### src/rtl/apb_fabric_pkg.sv
// rtl/apb_fabric_pkg.sv - shared state encoding and width constants for the APB fabric master
package apb_fabric_pkg;

    localparam int APB_ADDR_W_DEF = 8;
    localparam int APB_DATA_W_DEF = 32;
    localparam int TMO_CNT_W      = 8;

    typedef logic [1:0] apb_state_t;

    localparam apb_state_t ST_IDLE   = 2'd0;
    localparam apb_state_t ST_SETUP  = 2'd1;
    localparam apb_state_t ST_ACCESS = 2'd2;
    localparam apb_state_t ST_RESP   = 2'd3;

endpackage

### src/rtl/apb_wait_timer.sv
// rtl/apb_wait_timer.sv - ACCESS-phase wait counter; limit_o flags the wait cycle that exhausts LIMIT
module apb_wait_timer
    import apb_fabric_pkg::*;
#(
    parameter int LIMIT = 255
) (
    input  logic clk_i,
    input  logic resetn_i,
    input  logic clear_i,
    input  logic count_en_i,
    output logic limit_o
);

    logic [TMO_CNT_W-1:0] cnt_q;
    logic [TMO_CNT_W-1:0] cnt_d;

    // The count after this wait cycle would equal LIMIT.
    assign limit_o = (cnt_q == TMO_CNT_W'(LIMIT - 1));

    always_comb begin
        cnt_d = cnt_q;
        if (clear_i) begin
            cnt_d = '0;
        end else if (count_en_i && !limit_o) begin
            cnt_d = cnt_q + 1'b1;
        end
    end

    always_ff @(posedge clk_i) begin
        if (!resetn_i) begin
            cnt_q <= '0;
        end else begin
            cnt_q <= cnt_d;
        end
    end

endmodule

### src/rtl/apb_fabric_master.sv
// rtl/apb_fabric_master.sv - single-outstanding command-to-APB3 master with registered outputs
// Optional ACCESS watchdog enabled by defining APB_FABRIC_MASTER_TIMEOUT_EN.
module apb_fabric_master
    import apb_fabric_pkg::*;
#(
    parameter int ADDR_W         = APB_ADDR_W_DEF,
    parameter int DATA_W         = APB_DATA_W_DEF,
    parameter int TIMEOUT_CYCLES = 255
) (
    input  logic              PCLK,
    input  logic              PRESETN,
    input  logic              CMD_VALID,
    output logic              CMD_READY,
    input  logic              CMD_WRITE,
    input  logic [ADDR_W-1:0] CMD_ADDR,
    input  logic [DATA_W-1:0] CMD_WDATA,
    output logic              RSP_VALID,
    input  logic              RSP_READY,
    output logic [DATA_W-1:0] RSP_RDATA,
    output logic              RSP_ERR,
    output logic              RSP_TIMEOUT,
    output logic              PSEL,
    output logic              PENABLE,
    output logic              PWRITE,
    output logic [ADDR_W-1:0] PADDR,
    output logic [DATA_W-1:0] PWDATA,
    input  logic [DATA_W-1:0] PRDATA,
    input  logic              PREADY,
    input  logic              PSLVERR,
    output logic              BUSY
);

    if (TIMEOUT_CYCLES < 1 || TIMEOUT_CYCLES > 255) begin : g_bad_timeout
        $error("TIMEOUT_CYCLES must be in 1..255");
    end

    apb_state_t state_q;
    apb_state_t state_d;

    logic              cmd_ready_q;
    logic              busy_q;
    logic              psel_q;
    logic              penable_q;
    logic              pwrite_q;
    logic [ADDR_W-1:0] paddr_q;
    logic [DATA_W-1:0] pwdata_q;
    logic              rsp_valid_q;
    logic [DATA_W-1:0] rsp_rdata_q;
    logic              rsp_err_q;

    logic accept;
    logic in_access;
    logic timed_out;
    logic finish;

    assign accept    = CMD_VALID && cmd_ready_q;
    assign in_access = (state_q == ST_ACCESS);

`ifdef APB_FABRIC_MASTER_TIMEOUT_EN
    logic limit_hit;
    logic rsp_timeout_q;

    apb_wait_timer #(
        .LIMIT (TIMEOUT_CYCLES)
    ) u_wait_timer (
        .clk_i      (PCLK),
        .resetn_i   (PRESETN),
        .clear_i    (state_q == ST_SETUP),
        .count_en_i (in_access && !PREADY),
        .limit_o    (limit_hit)
    );

    // A PREADY arriving on the limit cycle still completes normally.
    assign timed_out   = in_access && !PREADY && limit_hit;
    assign RSP_TIMEOUT = rsp_timeout_q;
`else
    assign timed_out   = 1'b0;
    assign RSP_TIMEOUT = 1'b0;
`endif

    assign finish = in_access && (PREADY || timed_out);

    always_comb begin
        state_d = state_q;
        case (state_q)
            ST_IDLE:   if (accept)    state_d = ST_SETUP;
            ST_SETUP:                 state_d = ST_ACCESS;
            ST_ACCESS: if (finish)    state_d = ST_RESP;
            ST_RESP:   if (RSP_READY) state_d = ST_IDLE;
            default:                  state_d = ST_IDLE;
        endcase
    end

    always_ff @(posedge PCLK) begin
        if (!PRESETN) begin
            state_q     <= ST_IDLE;
            cmd_ready_q <= 1'b0;
            busy_q      <= 1'b0;
            psel_q      <= 1'b0;
            penable_q   <= 1'b0;
            pwrite_q    <= 1'b0;
            paddr_q     <= '0;
            pwdata_q    <= '0;
            rsp_valid_q <= 1'b0;
            rsp_rdata_q <= '0;
            rsp_err_q   <= 1'b0;
        end else begin
            state_q     <= state_d;
            cmd_ready_q <= (state_d == ST_IDLE);
            busy_q      <= (state_d != ST_IDLE);
            psel_q      <= (state_d == ST_SETUP) || (state_d == ST_ACCESS);
            penable_q   <= (state_d == ST_ACCESS);
            if (accept) begin
                pwrite_q <= CMD_WRITE;
                paddr_q  <= CMD_ADDR;
                pwdata_q <= CMD_WDATA;
            end
            if (finish) begin
                rsp_valid_q <= 1'b1;
                rsp_err_q   <= PREADY ? PSLVERR : 1'b1;
                rsp_rdata_q <= (PREADY && !pwrite_q) ? PRDATA : '0;
            end else if ((state_q == ST_RESP) && RSP_READY) begin
                rsp_valid_q <= 1'b0;
            end
        end
    end

`ifdef APB_FABRIC_MASTER_TIMEOUT_EN
    always_ff @(posedge PCLK) begin
        if (!PRESETN) begin
            rsp_timeout_q <= 1'b0;
        end else if (finish) begin
            rsp_timeout_q <= timed_out;
        end
    end
`endif

    assign CMD_READY = cmd_ready_q;
    assign BUSY      = busy_q;
    assign PSEL      = psel_q;
    assign PENABLE   = penable_q;
    assign PWRITE    = pwrite_q;
    assign PADDR     = paddr_q;
    assign PWDATA    = pwdata_q;
    assign RSP_VALID = rsp_valid_q;
    assign RSP_RDATA = rsp_rdata_q;
    assign RSP_ERR   = rsp_err_q;

endmodule

### config.mk
export PLATFORM = sky130hd
export DESIGN_NAME = apb_fabric_master
export DESIGN_NICKNAME = d
export VERILOG_FILES = /design/src/rtl/apb_fabric_pkg.sv /design/src/rtl/apb_wait_timer.sv /design/src/rtl/apb_fabric_master.sv
export SDC_FILE = /design/constraint.sdc
export NUM_CORES = 1
export LEC_CHECK = 0
export ABC_CLOCK_PERIOD_IN_PS = 1900
export CORE_ASPECT_RATIO = 1.2
export CORE_MARGIN = 2
export CORE_UTILIZATION = 40
export CTS_CLUSTER_DIAMETER = 120
export DETAILED_ROUTE_END_ITERATION = 7
export DONT_BUFFER_PORTS = 1
export HOLD_SLACK_MARGIN = 0.1
export PLACE_DENSITY = 0.62
export SYNTH_ARGS = -nofsm -noshare
export SYNTH_HDL_FRONTEND = slang
export SYNTH_SLANG_ARGS = --single-unit
### constraint.sdc
create_clock -name PCLK -period 1.9 [get_ports PCLK]
set_input_delay 0.19 -clock PCLK [delete_from_list [all_inputs] [get_ports PCLK]]
set_output_delay 0.19 -clock PCLK [all_outputs]
set_load 0.02 [all_outputs]
==> impl_metrics.toml, run 1 <==
[outcome]
status = "finished clean"

[critical_path]
arrival_ns = 2.04
path_class = "flip-flop to flip-flop"
worstPathMaxFanout = 5
crit_path_end_kind = "flip-flop"
setup.worst_path.start = "state_q[0]"
required_ns = 2.14
start_kind = "flip-flop"
reg2reg_from = "state_q[0]"

[logic_synthesis]
synthArstFlopShare_pct = 0
synth_edf_count = 0
yosys_warnings = 0
synth_ff_type = "dfxtp_1"
yosysMostFrequentCell = "nand2_1"
synth_nets = 443
synth_largest_area_cell = "dfxtp_1"
synth_top_area_share_pct = 49.83
synthTopCellsByArea = "dfxtp_1 (50%), a21boi_0 (9.7%), nand2_1 (9.7%)"
ys_types = 31
yosysSeqAreaShare_pct = 49.83
netlist_top_cells_count = "nand2_1 (84), dfxtp_1 (81), a21boi_0 (42)"
synth-seq-cells = 81
syn_inst = 361
avgSynthCellArea_um2 = 9.015
synth_area_mm2 = 0.003254

[sta]
post-route-period-util_pct = 94.75
rsz0062_at_grt = "no"
setup_violations = 0
report.final.slew_viol_count = 0
tightestPinTransition_ns = 0.6554
min_period_ns = 1.800
fmax_mhz = 555.5
slew_headroom_pct = 56.31
tns_ns = 0
hold_viol = 0
finalClockSkew_ns = 0.009593
hold_ws_ns = 0.1671

[cells_and_area]
syn_to_final_growth_pct = 33.60
diodes = 0
final_area_mm2 = 0.004348
drive_above_1_share_pct = 7.466
fillers = 710
nets = 520
multi_input_area_mm2 = 0.001404
regArea_mm2 = 0.001624

[floorplan]
die_h_um = 102.8
die_area_mm2 = 0.008877
core_mm2 = 0.008018
initial_core_util_pct = 40.59
die_x_um = 86.34
io_pins = 159
num_rows = 36

[global_routing]
grt_max_degree = 96
first_global_vias = 2628
grt_pass1_wl_mm = 12.60
grt_overflow_total = 0
grt_usage_pct = 18.16
antenna_found_initial = 0

[drt]
drc_errors = 0
dr.pass1.iters = 4
wirelength_mm = 8.199
drtAntennaViolNets = 0
via_per_inst = 5.041
first_iter_violations = 91
routedWlPerCell_um = 15.27
vias = 2707

[power]
p_int_uw = 2714
seqPwrFrac_pct = 53.2
swShare_pct = 26.53
p_sw_uw = 980.2
vdd_ir_drop_max_mv = 0.5175
powerDensity_mw_per_mm2 = 849.6
combPwrFrac_pct = 12.7
pwr-share-clk_pct = 34.1
leakage_uw = 0.001557

[clocking]
worstSkewPairLatency_ns = 0.35
postCtsSetupBuffers = 0
cts.sinks = 81
cts_max_path_buffers = 2
clockRootBuffer = "clkbuf_8"
clk_pin_slew_worst_paths_ns = 0.07
cts_tree = "built"
htree_levels = 3
cts_made_buffers = 9

[hold_path]
hp-start = "RSP_READY"
min_path_type = "primary input to flip-flop"

[placement]
placed_area_mm2 = 0.003179
io_buffers = 0
gp_congestion = 0.7142
dp_hpwl_mm = 4.408

[run]
cap_violations = 0
-- final timing paths --
| check | end | slack (ns) | cells after the start |
|---|---|---|---|
| worst max-delay path | CMD_READY | 0.1 | 5 |
| worst min-delay path | state_q[0] | 0.17 | 2 |
| worst max register to register | CMD_READY | 0.1 | 5 |
| worst min register to register | PWDATA[17] | 0.56 | 2 |
-- logic make-up (layout without fill, tap and decap cells) --
group / count (synthesis) / in the layout / synth area share, %
AO/OA/AOI/OAI: 79 / 79 / 16.34
adder cells (fa/ha/maj): 3 / 3 / 1.154
buffers and inverters: 35 / 116 / 7.113
flip-flops: 81 / 81 / 49.83
multiplexers: 1 / 1 / 0.3076
other: 1 / 1 / 0.1152
AND/OR/NAND/NOR: 161 / 161 / 25.14
-- layer usage --
metal	global-route usage [%]	wire [um]	vias up
met2	32.13	4255	79
li1	-	-	1362
met4	8.894	148	0
met1	18.95	3209	1255
met3	6.725	586	11
met5	0	0	-
-- power groups by stage --
| stage | Clock (uW) | Combinational, uW | Sequential [uW] |
|---|---|---|---|
| floorplan | 0 | 276 | 1990 |
| global placement | 0 | 255 | 2000 |
| detailed placement | 0 | 262 | 2010 |
| CTS | 1300 | 463 | 1970 |
| global route | 1380 | 528 | 1980 |
| finish | 1260 | 469 | 1970 |
-- registers in the layout, summed over array words and instances (netlist names) --
| signal | count |
|---|---|
| PWDATA | 32 |
| RSP_RDATA | 32 |
| PADDR | 8 |
| state_q | 2 |
| BUSY | 1 |
| CMD_READY | 1 |
| PENABLE | 1 |
| PSEL | 1 |
| PWRITE | 1 |
| RSP_ERR | 1 |
| RSP_VALID | 1 |
-- final cells by class --
type / count / area share, %
clock buffer: 12 / 3.568
clock inverter: 3 / 0.9209
inverter: 2 / 0.1727
multi-input combinational: 245 / 32.29
sequential: 81 / 37.35
tap: 95 / 2.734
timing repair buffer: 99 / 22.96
-- through the flow --
step / utilization [%] / cells / power, uW / setup slack [ns]
final: 54.23 / 537 / 3694 / 0.09975
after global routing: 54.23 / 537 / 3887 / 0.009768
after CTS: 54.17 / 537 / 3732 / 0.01613
after detailed placement: 39.65 / 427 / 2269 / 0.4616
after global placement: 39.65 / 427 / 2260 / 0.4518
after floorplan: - / 361 / 2261 / 0.3492
-- worst max-delay path: stages (launching register included) --
cell and delay, ns:
dfxtp_2 0.37, mux2i_1 0.26, a22oi_1 0.17, ha_1 0.20, and2_1 0.15, dlygate4sd3_1 0.54
-- layout by cell type (no fill, tap or decap) --
cell | netlist | routed
dfxtp_2 | 0 | 2
buf_4 | 9 | 4
bufinv_16 | 0 | 1
nand3_1 | 30 | 30
dlygate4sd3_1 | 0 | 94
a21boi_0 | 42 | 42
a21oi_1 | 1 | 1
nand2_1 | 84 | 84
a31o_1 | 1 | 1
conb_1 | 1 | 1
nand3_2 | 3 | 3
mux2i_1 | 1 | 1
buf_16 | 0 | 1
o21ai_2 | 6 | 6
and3_1 | 1 | 1
ha_1 | 3 | 3
nand3b_4 | 1 | 1
o21ai_1 | 24 | 24
nand3b_1 | 32 | 32
a22oi_1 | 1 | 1
nor2_1 | 3 | 2
clkbuf_8 | 0 | 11
dfxtp_1 | 81 | 79
nor2b_1 | 1 | 1
and2_1 | 5 | 5
nor2_2 | 0 | 1
clkbuf_1 | 10 | 1
and3_2 | 1 | 1
inv_1 | 2 | 2
clkinv_2 | 0 | 2
o21a_1 | 1 | 1
o21ai_0 | 3 | 3
-- repair_timing --
item,4_1_cts,5_1_grt
gates resized for setup,0,3
hold buffers,95,0
endpoints found under the hold margin,81,0
setup endpoints to repair,0,2
(Power assumes the default switching activity.)
==> run 2: changes to the inputs <==
--- a/config.mk
+++ b/config.mk
@@ -7,7 +7,7 @@
 export LEC_CHECK = 0
 export ABC_CLOCK_PERIOD_IN_PS = 1900
 export CORE_ASPECT_RATIO = 1.2
-export CORE_MARGIN = 2
+export CORE_MARGIN = 3
 export CORE_UTILIZATION = 40
 export CTS_CLUSTER_DIAMETER = 120
 export DETAILED_ROUTE_END_ITERATION = 7
@@ -16,4 +16,5 @@
 export PLACE_DENSITY = 0.62
 export SYNTH_ARGS = -nofsm -noshare
 export SYNTH_HDL_FRONTEND = slang
+export SYNTH_HIERARCHICAL = 1
 export SYNTH_SLANG_ARGS = --single-unit
==> run 2 against run 1 <==
  * The run now fails in clock tree synthesis (4_1_cts)
  * Synthesized cell count stayed put
  * Synthesized area stayed put
==> impl_metrics.toml, run 2 <==
[outcome]
status = "stopped before the end"
haltStage = "clock tree synthesis (4_1_cts)"
error_line = "[ERROR RSZ-0060] Max buffer count reached."

[floorplan]
die_x_um = 88.34
num_rows = 35
initial_core_util_pct = 41.75
die_h_um = 104.8
io_pins = 159

[clocking]
postCtsSetupBuffers = 0
cts_hold_buffers = 101
cts_made_buffers = 9
post_cts_resized = 0
cts_max_path_buffers = 2
clockRootBuffer = "clkbuf_8"
htree_levels = 3
cts.sinks = 81

[placement]
dp_hpwl_mm = 4.663
gp_congestion = 0.7157
io_buffers = 0

[logic_synthesis]
synth-xor-area-share_pct = 0
yosysSeqAreaShare_pct = 49.83
synth_area_mm2 = 0.003254
synth-seq-cells = 81
synth_top_family_by_area = "simple AND/OR/NAND/NOR gates"
yosys_warnings = 6
synthArstFlopShare_pct = 0
synth_ff_type = "dfxtp_1"
ys_types = 31
netlist_top_cells_count = "nand2_1 (84), dfxtp_1 (81), a21boi_0 (42)"
synthTopCellsByArea = "dfxtp_1 (50%), a21boi_0 (9.7%), nand2_1 (9.7%)"
yosysMostFrequentCell = "nand2_1"
muxShareOfSynthArea_pct = 0.3076
yosys.area_share.simple_pct = 25.14
syn_inst = 361
synth-compound-area-share_pct = 16.34
synthAdderAreaFrac_pct = 1.153
synth_nets = 443
synth_largest_area_cell = "dfxtp_1"
avgSynthCellArea_um2 = 9.015
synth_edf_count = 0
synth_top_area_share_pct = 49.83
-- run 2: cell counts after synthesis --
No cell type changed its count.
-- run 2: through the flow --
step | hold slack, ns | worst slack, ns | area [um2] | instances | utilization [%]
2_1_floorplan | 0.3338 | 0.3492 | 3254 | 361 | -
3_5_place_dp | 0.3230 | 0.4878 | 3208 | 425 | 41.16
3_3_place_gp | 0.3258 | 0.5053 | 3208 | 425 | 41.16
-- run 2: logic make-up after synthesis --
| group | after synthesis |
|---|---|
| compound gates | 79 |
| fa+ha+maj | 3 |
| buf+inv | 35 |
| flops | 81 |
| mux | 1 |
| other cells | 1 |
| simple gates | 161 |
==> run 3: changes to the inputs <==
--- a/config.mk
+++ b/config.mk
@@ -6,14 +6,11 @@
 export NUM_CORES = 1
 export LEC_CHECK = 0
 export ABC_CLOCK_PERIOD_IN_PS = 1900
-export CORE_ASPECT_RATIO = 1.2
 export CORE_MARGIN = 3
-export CORE_UTILIZATION = 40
-export CTS_CLUSTER_DIAMETER = 120
+export CORE_UTILIZATION = 25
 export DETAILED_ROUTE_END_ITERATION = 7
 export DONT_BUFFER_PORTS = 1
-export HOLD_SLACK_MARGIN = 0.1
-export PLACE_DENSITY = 0.62
+export PLACE_DENSITY_LB_ADDON = 0.15
 export SYNTH_ARGS = -nofsm -noshare
 export SYNTH_HDL_FRONTEND = slang
 export SYNTH_HIERARCHICAL = 1
==> run 3 against run 2 <==
  * The run now ends clean
  * Synthesized cell count unchanged
  * Synthesized area is the same
==> impl_metrics.toml, run 3 <==
[placement]
gp_congestion = 0.6881
place.detailed.instances = 506
dp_hpwl_mm = 5.359
place_ws_ns = 0.4282
io_buffers = 0

[cells_and_area]
syn_to_final_growth_pct = 33.33
finalNonFillerCells = 597
nets = 502
drive_above_1_share_pct = 7.529
layout_common_cells = "nand2_1 (84), dfxtp_1 (81), dlygate4sd3_1 (74)"
diodes = 0
layout_commonest_cell = "nand2_1"

[logic_synthesis]
synthTopCellsByArea = "dfxtp_1 (50%), a21boi_0 (9.7%), nand2_1 (9.7%)"
synth_top_area_share_pct = 49.83
synth_area_mm2 = 0.003254
yosys_warnings = 6
yosysMostFrequentCell = "nand2_1"
synthArstFlopShare_pct = 0
ys_types = 31
synth-seq-cells = 81
syn_inst = 361
synth_nets = 443
synth_largest_area_cell = "dfxtp_1"
avgSynthCellArea_um2 = 9.015
synth_edf_count = 0
yosysSeqAreaShare_pct = 49.83
netlist_top_cells_count = "nand2_1 (84), dfxtp_1 (81), a21boi_0 (42)"
synth_ff_type = "dfxtp_1"

[critical_path]
worstPathMaxFanout = 38
arrival_ns = 1.67
start_kind = "flip-flop"
regToRegEndpoint = "RSP_RDATA[30]"
reg2reg_from = "state_q[1]"
required_ns = 2.13
worst-r2r-cell-count = 4
crit_path_end_kind = "flip-flop"
r2r_slack_ns = 0.45
path_class = "flip-flop to flip-flop"

[sta]
fmax_mhz = 691.0
setup_slack_ns = 0.4529
hold_viol = 0
finalClockSkew_ns = 0.003492
report.final.slew_viol_count = 0
tns_ns = 0
post-route-period-util_pct = 76.16
rsz0062_at_grt = "no"
setup_violations = 0
min_period_ns = 1.447

[clocking]
htree_levels = 3
cts_tree = "built"
clockRootBuffer = "clkbuf_16"
cts_max_path_buffers = 2
cts_made_buffers = 9
post_cts_resized = 0
postCtsSetupBuffers = 0
worstSkewPairLatency_ns = 0.34
cts.sinks = 81
clk_pin_slew_worst_paths_ns = 0.06

[outcome]
status = "finished clean"

[global_routing]
grt_overflow_total = 0
grt_pass1_wl_mm = 13.82
grt_max_degree = 64
first_global_vias = 2551
antenna_found_initial = 0
grt_usage_pct = 12.28

[floorplan]
num_rows = 41
initial_core_util_pct = 25.68
die_x_um = 120.1
core_mm2 = 0.01267
io_pins = 159
die_h_um = 120.1
die_area_mm2 = 0.01442

[drt]
via_per_inst = 4.360
vias = 2603
drc_errors = 0
routedWlPerCell_um = 14.36
first_iter_violations = 74
wirelength_mm = 8.574
dr.pass1.iters = 4
drtAntennaViolNets = 0

[hold_path]
worst_hold_path.num_cells = 2
hold_path_end = "RSP_RDATA[3]"
min_path_type = "primary input to flip-flop"
hp-start = "PRDATA[3]"

[power]
vdd_ir_drop_max_mv = 0.3327
powerDensity_mw_per_mm2 = 925.8
leakage_uw = 0.001539

[run]
cap_violations = 0
[run 3: metrics by stage]
| stage | total power, uW | hold WS, ns | instance area, um2 | util [%] |
|---|---|---|---|---|
| after floorplan | 2261 | 0.3338 | 3254 | - |
| after global placement | 2286 | 0.3259 | 3303 | 26.07 |
| after detailed placement | 2292 | 0.3362 | 3303 | 26.07 |
| after CTS | 4113 | 0.002586 | 4339 | 34.25 |
| after global routing | 4239 | 0.01968 | 4339 | 34.25 |
| final | 4017 | 0.02460 | 4339 | 34.25 |
[run 3: layout make-up]
type                            instances  area (um2)
Sequential cell                        81        1622
Clock inverter                          3       15.01
Timing Repair Buffer                   81       818.3
Tap cell                              172       215.2
Clock buffer                           13       260.3
Inverter                                2       7.507
Multi-Input combinational cell        245        1401
Fill cell                            1351        8332
[run 3: cells by family after synthesis]
kind of cell	synth area share [%]
AND/OR/NAND/NOR	25.14
AO/OA/AOI/OAI	16.34
other	0.1152
multiplexers	0.3076
adder cells (fa/ha/maj)	1.154
flip-flops	49.83
buffers and inverters	7.113
[run 3: worst max path at each step]
stage / start / endpoint / slack (ns)
finish: state_q[1] / RSP_RDATA[30] / 0.45
global route: CMD_READY / PWDATA[3] / 0.30
CTS: state_q[1] / RSP_RDATA[0] / 0.43
detailed placement: state_q[1] / RSP_RDATA[30] / 0.43
global placement: state_q[1] / RSP_ERR / 0.43
floorplan: CMD_READY / PSEL / 0.35
[run 3: power breakdown]
group	internal, uW	switching [uW]	leakage (uW)
Clock	951	679	0.000139
Sequential	1790	178	0.000658
Combinational	221	194	0.000742
[run 3: timing repair]
item	in CTS	in global routing
endpoints found under the setup margin	0	0
endpoints found under the hold margin	79	0
hold buffers	75	0
[run 3: metal layers]
layer	global-route usage (%)	routed length (um)	vias up	part of all wire [%]
met2	19.85	4252	79	50
met3	4.053	597	12	7.0
li1	-	-	1331	-
met1	14.38	3518	1181	41
met4	6.586	206	0	2.4
met5	0	0	-	0
[run 3: critical path: stages, from the launching register on]
cell and delay (ns):
dfxtp_1 0.48, nand3b_4 0.38, buf_12 0.31, nand3_1 0.09
o21ai_1 0.06
